$ cat src/rtl/uart_matrix_tx_framer.sv
// uart_matrix_tx_framer: streams an N x N byte matrix to a byte UART as
// a frame of HEADER, N*N payload bytes (row-major, address 0 first), FOOTER.
//
// Ports:
//   clk, reset  - clock, synchronous active-high reset
//   start       - one-cycle frame request, honoured only in IDLE
//   rd_addr     - matrix memory read address
//   rd_en       - read strobe; rd_data valid one cycle later
//   rd_data     - matrix byte from memory
//   tx_data     - byte for the UART transmitter
//   tx_start    - one-cycle launch pulse for tx_data
//   tx_busy     - UART transmitter busy
//   busy        - frame in progress
//   done        - one-cycle pulse once the FOOTER has left the UART
//   bytes_sent  - payload bytes launched in the current/last frame
//
// Build option: define FRAMER_CHECKSUM_EN to append an 8-bit XOR of the
// payload between the last payload byte and the FOOTER.

module uart_matrix_tx_framer #(
  parameter int          N      = 16,
  parameter logic [7:0]  HEADER = 8'hAA,
  parameter logic [7:0]  FOOTER = 8'h55,
  parameter int          ADDR_W = 16
) (
  input  logic              clk,
  input  logic              reset,
  input  logic              start,
  output logic [ADDR_W-1:0] rd_addr,
  output logic              rd_en,
  input  logic [7:0]        rd_data,
  output logic [7:0]        tx_data,
  output logic              tx_start,
  input  logic              tx_busy,
  output logic              busy,
  output logic              done,
  output logic [ADDR_W:0]   bytes_sent
);

  localparam logic [ADDR_W-1:0] LAST = ADDR_W'(N * N - 1);

  typedef enum logic [3:0] {
    IDLE,
    SEND_HDR,
    FETCH,
    LATCH,
    SEND_BYTE,
    WAIT_HI,
    WAIT_LO,
    SEND_FTR,
`ifdef FRAMER_CHECKSUM_EN
    SEND_CSUM,
`endif
    FINISH
  } state_t;

  // Which kind of byte is currently on its way out; decides where
  // WAIT_LO goes once the UART is free again.
  typedef enum logic [1:0] {
    K_HDR,
    K_PAY,
    K_CSUM,
    K_FTR
  } kind_t;

  state_t state;
  kind_t  kind;

  // Set after the first WAIT_HI cycle; a second cycle without tx_busy
  // means the UART finished (or never signalled) and the byte is done.
  logic   hi_seen;

`ifdef FRAMER_CHECKSUM_EN
  logic [7:0] csum;
`endif

  always_ff @(posedge clk) begin
    if (reset) begin
      state      <= IDLE;
      kind       <= K_HDR;
      hi_seen    <= 1'b0;
      rd_addr    <= '0;
      rd_en      <= 1'b0;
      tx_data    <= 8'h00;
      tx_start   <= 1'b0;
      busy       <= 1'b0;
      done       <= 1'b0;
      bytes_sent <= '0;
`ifdef FRAMER_CHECKSUM_EN
      csum       <= 8'h00;
`endif
    end else begin
      tx_start <= 1'b0;
      done     <= 1'b0;
      rd_en    <= 1'b0;

      unique case (state)
        IDLE: begin
          if (start) begin
            busy       <= 1'b1;
            bytes_sent <= '0;
            rd_addr    <= '0;
`ifdef FRAMER_CHECKSUM_EN
            csum       <= 8'h00;
`endif
            state      <= SEND_HDR;
          end
        end

        SEND_HDR: begin
          if (!tx_busy) begin
            tx_data  <= HEADER;
            tx_start <= 1'b1;
            kind     <= K_HDR;
            hi_seen  <= 1'b0;
            state    <= WAIT_HI;
          end
        end

        WAIT_HI: begin
          if (tx_busy || hi_seen) begin
            state <= WAIT_LO;
          end else begin
            hi_seen <= 1'b1;
          end
        end

        WAIT_LO: begin
          if (!tx_busy) begin
            unique case (kind)
              K_HDR: begin
                rd_en <= 1'b1;
                state <= FETCH;
              end
              K_PAY: begin
                if (rd_addr != LAST) begin
                  rd_addr <= rd_addr + 1'b1;
                  rd_en   <= 1'b1;
                  state   <= FETCH;
                end else begin
`ifdef FRAMER_CHECKSUM_EN
                  state <= SEND_CSUM;
`else
                  state <= SEND_FTR;
`endif
                end
              end
              K_CSUM: state <= SEND_FTR;
              K_FTR:  state <= FINISH;
            endcase
          end
        end

        // rd_en was raised on entry, so memory samples rd_addr this cycle
        FETCH: begin
          state <= LATCH;
        end

        LATCH: begin
          tx_data <= rd_data;
`ifdef FRAMER_CHECKSUM_EN
          csum    <= csum ^ rd_data;
`endif
          state   <= SEND_BYTE;
        end

        SEND_BYTE: begin
          if (!tx_busy) begin
            tx_start   <= 1'b1;
            bytes_sent <= bytes_sent + 1'b1;
            kind       <= K_PAY;
            hi_seen    <= 1'b0;
            state      <= WAIT_HI;
          end
        end

`ifdef FRAMER_CHECKSUM_EN
        SEND_CSUM: begin
          if (!tx_busy) begin
            tx_data  <= csum;
            tx_start <= 1'b1;
            kind     <= K_CSUM;
            hi_seen  <= 1'b0;
            state    <= WAIT_HI;
          end
        end
`endif

        SEND_FTR: begin
          if (!tx_busy) begin
            tx_data  <= FOOTER;
            tx_start <= 1'b1;
            kind     <= K_FTR;
            hi_seen  <= 1'b0;
            state    <= WAIT_HI;
          end
        end

        FINISH: begin
          done  <= 1'b1;
          busy  <= 1'b0;
          state <= IDLE;
        end

        default: state <= IDLE;
      endcase
    end
  end

endmodule

$ cat config.mk
export PLATFORM = sky130hd
export DESIGN_NAME = uart_matrix_tx_framer
export DESIGN_NICKNAME = d
export VERILOG_FILES = /design/src/rtl/uart_matrix_tx_framer.sv
export SDC_FILE = /design/constraint.sdc
export NUM_CORES = 1
export LEC_CHECK = 0
export ABC_AREA = 1
export CAP_MARGIN = 40
export CORE_ASPECT_RATIO = 1.25
export CORE_MARGIN = 1.5
export CORE_UTILIZATION = 47
export DETAILED_ROUTE_END_ITERATION = 8
export PLACE_DENSITY = 0.79
export SLEW_MARGIN = 20
export SYNTH_ARGS = -nofsm -noshare
export SYNTH_HDL_FRONTEND = slang
export SYNTH_SLANG_ARGS = --single-unit
$ cat constraint.sdc
create_clock -name clk -period 1.7 [get_ports clk]
set_clock_uncertainty 0.1 [all_clocks]
set_input_delay 0.17 -clock clk [delete_from_list [all_inputs] [get_ports clk]]
set_output_delay 0.17 -clock clk [all_outputs]
set_load 0.005 [all_outputs]
==> qor.yml <==
status: "completed"
yosys.area_share.adder: 0.00863
rr_endpoint: "rd_addr[0]$_SDFFE_PP0P_"
hp-class: "primary input to flop"
core_area_sq_um: 5900
synth_top_family_by_area: "simple AND/OR/NAND/NOR gates"
fmax_ghz: 0.607
first_pass_iters: 5
pin_count: 57
cts_made_buffers: 5
die_area_sq_um: 6650
combPwrFrac: 0.480
synth_area_per_cell_sq_um: 6.29
antenna_left: 0
ff_latch_area_sq_um: 1050
hold_viol_final: 0
worstHoldStart: "rd_data[3]"
vdd_drop_max_v: 0.000580
slew_headroom: 0.799
cts.sinks: 52
min_to: "tx_data[3]$_SDFFE_PP0P_"
yosysWarnings: 0
grt_pass1_wl_um: 13500
tightest_slew_ns: 0.299
slowest_stage: "dfxtp_2"
synth-edff-count: 0
synth_area_sq_um: 2900
grt_start_max_net_pins: 27
start_util: 0.492
setup_ws_ns: 0.0516
cts_max_level: 2
startpoint_type: "flop"
timing.rr.start: "rd_addr[1]$_SDFFE_PP0P_"
synth_xor_area_frac: 0.0121
dpl_worst_slack_ns: -0.0472
via_count: 3436
yosys.area.top_type_share: 0.359
cts_tree: "done"
wl_per_cell_um: 13.0
slowest_delay_ns: 0.35
slew_violations: 0
setup_viol: 0
die_y_um: 90.8
synthMuxAreaShare: 0
buffer_ports.inserted: 56
synthDistinctLibCells: 34
gp_congestion: 0.916
grt_pass1_vias: 3221
seq_area_frac_synth: 0.359
wirelength_um: 8500
vias_per_cell: 5.25
power.leakage_uw: 0.00175
ff2ff_setup_slack_ns: 0.05
min_period_ns: 1.65
crit_chain: "ha_4 -> inv_4 -> nor2_4 -> nand2_2 -> inv_2 -> nand3_4 -> buf_4 -> nand3_2 -> a21oi_1 -> nor2_1"
num-nets-final: 585
hold_depth: 3
p_int_uw: 2520
multi_input_area_sq_um: 1710
fillers: 499
clk_pin_slew_ns: 0.10
worst-r2r-cell-count: 10
antenna_found_initial: 0
cp_data_arrival_time_ns: 1.74
async_reset_ff_frac: 0
seq_power_share: 0.350
cts_root_buf: "clkbuf_8"
drc: 0
clkPwrFrac: 0.170
ys_ff_latch: 52
synth-simple-area-share: 0.408
die_w_um: 73.3
required_ns: 1.79
yosys-top-cells-area: "dfxtp_1 36%, nand2_1 17%, nor2_1 10%"
synth-main-ff-cell: "dfxtp_1"
track_usage: 0.249
postCtsHoldBufs: 0
yosysTopAreaCell: "dfxtp_1"
drive_above_1_share: 0.194
insertion_delay_ns: 0.31
crit_type: "flop to flop"
period_share: 0.970
cap_viol_max_count: 0
rows: 31
end_kind: "flop"
syn_inst: 461
areaGrowthSynthToFinish_pct: 44.5
dp_hpwl_um: 5760
drt_iter0_markers: 238
grt_overflow_total: 0
synth-compound-area-share: 0.112
swShare: 0.394
antenna_cells: 0
power_density_nw_per_um2: 991
cp_max_fo: 5
tns_ns: 0
cts.path.max_buffers: 2
rsz0062_at_grt: "true"
syn-num-nets: 475
final_core_utilization: 0.711
power_switching_uw: 1640
## how the worst max path moves through the flow
stage                            start                          to  slack [ns]  cells after the start
4_1_cts        rd_addr[1]$_SDFFE_PP0P_     rd_addr[0]$_SDFFE_PP0P_        0.01                     11
3_3_place_gp                   tx_busy       state[1]$_SDFFE_PP0P_       -0.01                     10
5_1_grt          state[3]$_SDFFE_PP0P_  bytes_sent[6]$_SDFFE_PP0P_        -0.1                     10
2_1_floorplan  rd_addr[0]$_SDFFE_PP0P_     rd_addr[1]$_SDFFE_PP0P_       0.006                     11
6_report       rd_addr[1]$_SDFFE_PP0P_     rd_addr[0]$_SDFFE_PP0P_        0.05                     10
3_5_place_dp                     start     rd_addr[7]$_SDFFE_PP0P_       -0.05                     10
## sequential cells by signal (all words and copies together), names as in the netlist
register and cells:
state 4, tx_start 1, hi_seen 1, done 1
kind 2, bytes_sent 17, rd_en 1, rd_addr 16
busy 1, tx_data 8
## kinds of logic (layout without fill, tap and decap cells)
family,Yosys count,after routing
AOI/OAI and AO/OA,60,60
xor gates and xnor gates,4,4
adders and majority gates,2,2
buffers and inverters,70,177
DFF,52,52
and+or+nand+nor,273,277
## placed cells by master (no fill, tap or decap), types with 4 or more instances in the layout
cell type,Yosys,final
nor2_2,3,5
nand2_1,131,126
nor3_1,5,5
a21oi_1,32,32
nand2_2,5,7
nand4_1,15,15
dfxtp_2,0,6
o21ai_0,16,15
nand3_1,25,24
nor2_4,2,8
buf_4,1,52
clkbuf_8,0,5
dfxtp_1,52,45
o21bai_1,4,4
clkdlybuf4s50_1,0,56
nor2_1,79,74
inv_1,53,49
## power by group through the flow
stage / logic [uW] / clock network (uW) / registers (uW)
global placement: 1580 / 0 / 1440
floorplan: 918 / 0 / 1460
global route: 2170 / 768 / 1470
detailed placement: 1610 / 0 / 1440
CTS: 1660 / 721 / 1420
finish: 2000 / 706 / 1450
## area by class of cell
cell class | count | area share
clock buffers | 5 | 0.0164
clock inverters | 3 | 0.00448
inverters | 57 | 0.0564
multi-input cells | 343 | 0.408
flip-flops and latches | 52 | 0.251
well taps | 82 | 0.0245
repair buffers | 111 | 0.237
repair inverters | 1 | 0.00179
## cell usage after synthesis (2+ instances only)
master / instances
nand2_1: 131
nor2_1: 79
inv_1: 53
dfxtp_1: 52
a21oi_1: 32
nand3_1: 25
o21ai_0: 16
nand4_1: 15
clkbuf_1: 7
nand2_2: 5
nor3_1: 5
o21bai_1: 4
buf_6: 3
inv_2: 3
nand3_2: 3
nor2_2: 3
xor2_1: 3
a31oi_1: 2
ha_1: 2
nand3b_1: 2
nor2_4: 2
o21ai_1: 2
## critical path, delay by kind of cell (launching register included)
family	cells	cell delay, ns
adders and majority gates	1	0.16
buffers and inverters	3	0.25
DFF	1	0.35
and+or+nand+nor	5	0.46
AOI/OAI and AO/OA	1	0.22
## metrics by stage
| stage | hold WS [ns] | instance area (sq um) | power (uW) | std cells |
|---|---|---|---|---|
| after floorplan | 0.216 | 2910 | 2380 | 461 |
| after global placement | 0.354 | 3880 | 3020 | 636 |
| after detailed placement | 0.353 | 3880 | 3050 | 636 |
| after CTS | 0.317 | 3990 | 3800 | 645 |
| after global routing | 0.331 | 4190 | 4410 | 654 |
| final | 0.324 | 4190 | 4150 | 654 |
## timing repair
item | CTS | global route
endpoints found under the setup margin | 8 | 33
gates cloned | 1 | 4
gates resized for setup | 3 | 40
pin swaps | 1 | 16
setup buffers | 0 | 5
endpoints found under the hold margin | 0 | 0
## layer usage
metal	up-vias	global-route usage	routed length, um
li1	1682	-	-
met1	1559	0.284	3290
met2	152	0.445	4290
met3	43	0.0480	566
met4	0	0.0943	366
met5	-	0	0
No activity file was read; power rests on OpenSTA's default activity.
==> edit 1 (same flow settings) <==
The parameter `ADDR_W` goes from 16 to 14.
--- a/src/rtl/uart_matrix_tx_framer.sv
+++ b/src/rtl/uart_matrix_tx_framer.sv
@@ -22,5 +22,5 @@
   parameter logic [7:0]  HEADER = 8'hAA,
   parameter logic [7:0]  FOOTER = 8'h55,
-  parameter int          ADDR_W = 16
+  parameter int          ADDR_W = 14
 ) (
   input  logic              clk,
Interface: changed (resized bytes_sent and rd_addr); port bits go from 57 to 53. No check against the original RTL was run, so the function may have changed too.
==> edit 1 against the unedited design <==
  * Worst setup slack better by 33 ps
  * Routed wire length decreased by 20%
  * Synthesized area is 9.3% lower
  * Global-route usage decreased by 1.6 points
  * Final area decreased by 15%
  * Power decreased by 9.9%
  * Synthesized cell count fell by 15%
  * Sequential cell count shrank 4
  * Worst hold slack gained 4.9 ps
  * Largest power group unchanged
  * Highest routed layer unchanged
==> edit 1: results (changes against the unedited design) <==
Setup path
  • Worst Path Arrival: 1710 ps (-30 ps)
  • R2R Path Start: rd_addr[8]
  • Crit path to: rd_addr[1]
  • Reg2Reg Setup Slack: 80 ps (+30 ps)
  • Crit-path max FO: 14 (+9)
  • Critical path origin: rd_addr[8]
  • Worst-case reg-to-reg path depth: 9 (-1)

Placement
  • Placed cell areas: 3427 um2 (-12%)
  • Detailed placement HPWL: 5125 um (-11%)
  • Routability-driven placement congestion ratio: 0.8948 (-2.3%)
  • Port bufs: 52 (-7.1%)

STA
  • Worst-margin pin slew: 342.3 ps (+43.20 ps)
  • Slew Limit Fails: 0 (unchanged)

Yosys
  • Sequential-to-total area share from yosys stat: 36.52% (+0.63 points)
  • Synth Flop Type: dfxtp_1
  • Syn Nets: 406 (-15%)
  • Synth top cells by count: 105 x nand2_1, 54 x nor2_1, 48 x dfxtp_1
  • Yosys cell types: 36 (+5.9%)
  • Dominant cells by area after synthesis: dfxtp_1 37%, nand2_1 15%, nor2_1 7.7%
  • Yosys warns: 0 (unchanged)
  • FFs w/ async S/R, synth: 0% (unchanged)

Drt
  • Drt initial violations: 128 (-46%)
  • Drt wl/cell: 12.53 um (-3.6%)
  • DRT met1 WL: 2930 um (-11%)
  • WL met3: 317 um (-44%)
  • Drt first pass iters: 5 (unchanged)
  • Vias: 2729 (-21%)
  • DR top layer: met4
  • Routed length on met2: 3428 um (-20%)

Cells and area
  • Number of diodes: 0 (unchanged)
  • Largest regs: bytes_sent x15, rd_addr x14, tx_data x8
  • Layout cell share with drive strength beyond 1: 22.22% (+2.8 points)
  • Filler cells: 507 (+1.6%)
  • Nets@finish: 490 (-16%)

Clock tree
  • Worst-path clk slew: 90 ps
  • Clock Tree Buf Depth: 2 (unchanged)
  • PostCTS Resize Cnt: 0 (-3)
  • Clock Tree Root: clkbuf_8
  • Insertion delay to the later sink of the worst-skew pair: 300 ps
  • Setup bufs post-CTS: 0 (unchanged)
  • Num CTS Buffers: 5 (unchanged)
  • H-tree depth: 2 (unchanged)

Global route
  • Largest net degree at the start of global routing: 25 (-7.4%)
  • Vias in the first global route: 2640 (-18%)
  • Initial antenna violation count: 0 (unchanged)
  • Tot GR Track Use: 23.32% (-1.6 points)
  • Global-route wire length before repair: 11600 um (-14%)

Power
  • Max VDD drop: 0.6521 mV (+12%)
  • LEAKAGE: 1.340 nW (-24%)

Hold path
  • Hold Crit Class: in2reg

Outcome
  • Outcome: completed
-- edit 1: cell types whose count changed in the layout (fill, tap and decap cells not counted), moves of 4 or more --
| cell | change |
|---|---|
| inv_1 | -18 |
| nand4_1 | -10 |
| nand2_2 | +11 |
| buf_4 | -20 |
| a21oi_2 | +10 |
| inv_2 | +7 |
| nor2_1 | -24 |
| clkdlybuf4s50_1 | -4 |
| nor2_4 | -4 |
| dfxtp_1 | -4 |
| nand2_1 | -24 |
| nand3_1 | -5 |
-- edit 1: final cells by class --
type	instances	area share (%)
multi-input combinational	296	42.46
sequential	48	27.13
timing repair buffer	84	21.28
inverter	41	4.305
clock buffer	6	2.310
tap	64	2.240
clock inverter	2	0.2800
-- edit 1: worst min-delay path by stage --
stage	startpoint	to	slack [ps]	cells after the start
final	rd_data[7]	tx_data[7]	330	3
after global routing	rd_data[7]	tx_data[7]	330	3
after CTS	rd_data[7]	tx_data[7]	320	3
after detailed placement	busy	busy	360	2
after floorplan	rd_data[1]	tx_data[1]	220	2
after global placement	busy	busy	350	2
-- edit 1: logic make-up after synthesis --
kind of cell / count (synthesis) / share of synthesized area (%)
and+or+nand+nor: 224 / 38.47
DFF: 48 / 36.52
buffers and inverters: 48 / 7.656
adders and majority gates: 2 / 0.9509
xor gates and xnor gates: 3 / 0.9988
AOI/OAI and AO/OA: 67 / 15.41
-- edit 1: layer usage --
layer  track usage, %  up-vias
li1                 -     1419
met1            26.08     1221
met2            44.42       79
met3            4.070       10
met4            7.692        0
met5                0        -
-- edit 1: worst max-delay path: stages, from the launching register on --
cell     delay (ps)
dfxtp_2         370
or2_1           230
nor2_1          180
nand2_2         110
nand2_4          90
nand2_4         100
nand2_8         150
nand2_1          60
o21ai_0          70
nor2_1           50
-- edit 1: per-stage QoR --
| step | power, mW | setup WS [ps] | setup TNS (ps) | utilization (%) | cells |
|---|---|---|---|---|---|
| floorplan | 2.407 | 5.781 | 0 | - | 392 |
| global route | 4.004 | -24.18 | -53.81 | 66.13 | 541 |
| detailed placement | 2.957 | -15.13 | -15.13 | 63.40 | 533 |
| CTS | 3.666 | 3.801 | 0 | 65.12 | 541 |
| finish | 3.743 | 84.89 | 0 | 66.13 | 541 |
| global placement | 2.916 | 29.45 | 0 | 63.40 | 533 |
-- edit 1: power by group --
part | leakage, nW | internal [mW] | switching [mW]
sequential | 0.392 | 1.26 | 0.104
combinational | 0.897 | 0.682 | 0.994
clock | 0.0510 | 0.325 | 0.382
==> edit 2 (same settings) <==
Without the edit above. Reset style: asynchronous (`reset`), changed in one clocked block. Comments in the files are not updated.
--- a/src/rtl/uart_matrix_tx_framer.sv
+++ b/src/rtl/uart_matrix_tx_framer.sv
@@ -75,5 +75,5 @@
 `endif
 
-  always_ff @(posedge clk) begin
+  always_ff @(posedge clk or posedge reset) begin
     if (reset) begin
       state      <= IDLE;
Formal check against the unedited RTL: differs if reset is asserted again (counterexample within 4 cycles, from zero or initial values and one cycle with reset high); with reset held inactive, the same outputs for 10 cycles.
==> edit 2 against the unedited design <==
  * Core utilization down 6.8 points
  * Final area up 0.12%
  * First-iteration DRC count down 13%
  * Count of clock-buffer cells in the layout up 1
  * Combinational power up 10%
  * Via count down 8.9%
  * Sequential cell count unchanged
  * Routed wire length down 7.6%
  * Synthesized area up 8.3%
  * Power up 14%
  * Synthesized cell count down 6.3%
  * Worst setup slack better by 29 ps
  * Critical path type is now reg2out
  * Critical endpoint is now rd_addr[2]
==> edit 2: results (changes against the unedited design) <==
Outcome
  • Outcome: completed

Setup path
  • Critical path origin: rd_addr[2]
  • Largest delay share family, worst path: buffers and inverters
  • CP max stage cell: clkdlybuf4s50_1
  • R2R Path Start: rd_addr[1]
  • CP peak stage delay: 550 ps (+200 ps)

Yosys
  • Syn Area/Cell: 7.273 um2 (+16%)
  • Yosys cell types: 30 (-12%)
  • Dominant cells by area after synthesis: dfrtp_1 41%, nand2_1 16%, nor2_1 6.5%
  • Syn Nets: 446 (-6.1%)
  • Synth top cells by count: 130 x nand2_1, 54 x nor2_1, 52 x dfrtp_1
  • FFs w/ async S/R, synth: 100.0% (+100 points)

Global route
  • Largest net degree at the start of global routing: 53 (+96%)
  • Global-route wire length before repair: 13090 um (-2.8%)
  • Tot GR Track Use: 22.45% (-2.5 points)

Power
  • Max VDD drop: 0.7348 mV (+27%)
  • LEAKAGE: 1.928 nW (+10%)

Drt
  • Drt wl/cell: 12.96 um (-0.30%)
  • Drt first pass iters: 4 (-1)
  • Drt initial violations: 206 (-13%)
  • Vias: 3130 (-8.9%)

Cells and area
  • Nets@finish: 532 (-9.1%)
  • Non-Filler Instances: 606 (-7.3%)

Placement
  • Routability-driven placement congestion ratio: 0.9063 (-1.0%)

Hold path
  • Hold Crit Class: in2async
## edit 2: changes by cell type after synthesis, sizes merged, moves of 5 or more
cell,unedited run,this run
a21oi,32,14
clkbuf,7,1
dfrtp,0,52
dfxtp,52,0
inv,56,45
nand3,28,33
nand4,15,20
nor2,85,60
o21ai,18,33
## edit 2: path summary, 6_finish.rpt
check	end	slack, ps	cells past startpoint
min in group clk	tx_data[2]	370	3
hold reg to reg	tx_data[6]	400	2
max in group asynchronous	state[3]	1130	3
setup / recovery	rd_addr[2]	80	1
setup reg to reg	rd_addr[4]	90	11
hold / removal	rd_addr[1]	110	3
## edit 2: metrics by stage
stage	total power [mW]	utilization, %	setup slack (ps)	TNS, ps
global route	5.095	64.33	4.298	0
detailed placement	3.698	61.18	-49.12	-100.9
floorplan	2.909	-	72.42	0
finish	4.755	64.33	80.12	0
CTS	4.623	63.04	14.52	0
global placement	3.651	61.18	-0.7377	-0.7377
## edit 2: cell type report
cell class                 instances  area, um2  share of cell area [%]
clock buffer                       6      82.58                   1.968
timing repair buffer              88      859.6                   20.48
inverter                          46      177.7                   4.234
multi-input combinational        325       1624                   38.70
clock inverter                     2      38.79                  0.9243
sequential                        52       1305                   31.10
tap                               87      108.9                   2.594
## edit 2: cell families after synthesis
group                      count (synthesis)  share of synthesized area (%)
DFF                                       52                          41.42
xor gates and xnor gates                   8                          2.230
AOI/OAI and AO/OA                         53                          10.35
adders and majority gates                  2                         0.7964
buffers and inverters                     55                          8.124
and+or+nand+nor                          262                          37.08
## edit 2: power by group
group	leakage [nW]	switching [mW]	internal (mW)
clock network	0.0614	0.425	0.482
logic	1.18	1.25	0.955
registers	0.688	0.194	1.45
total	1.93	1.86	2.89
## edit 2: metal layers
metal	track usage, %	part of all wire (%)
met4	7.407	1.5
met5	0	0
met1	27.70	43
met2	40.77	51
met3	3.092	4.4
## edit 2: what timing repair did
action                     in CTS  in global routing
setup buffers                   0                  1
resized for setup               0                 17
setup endpoints to repair       0                 38
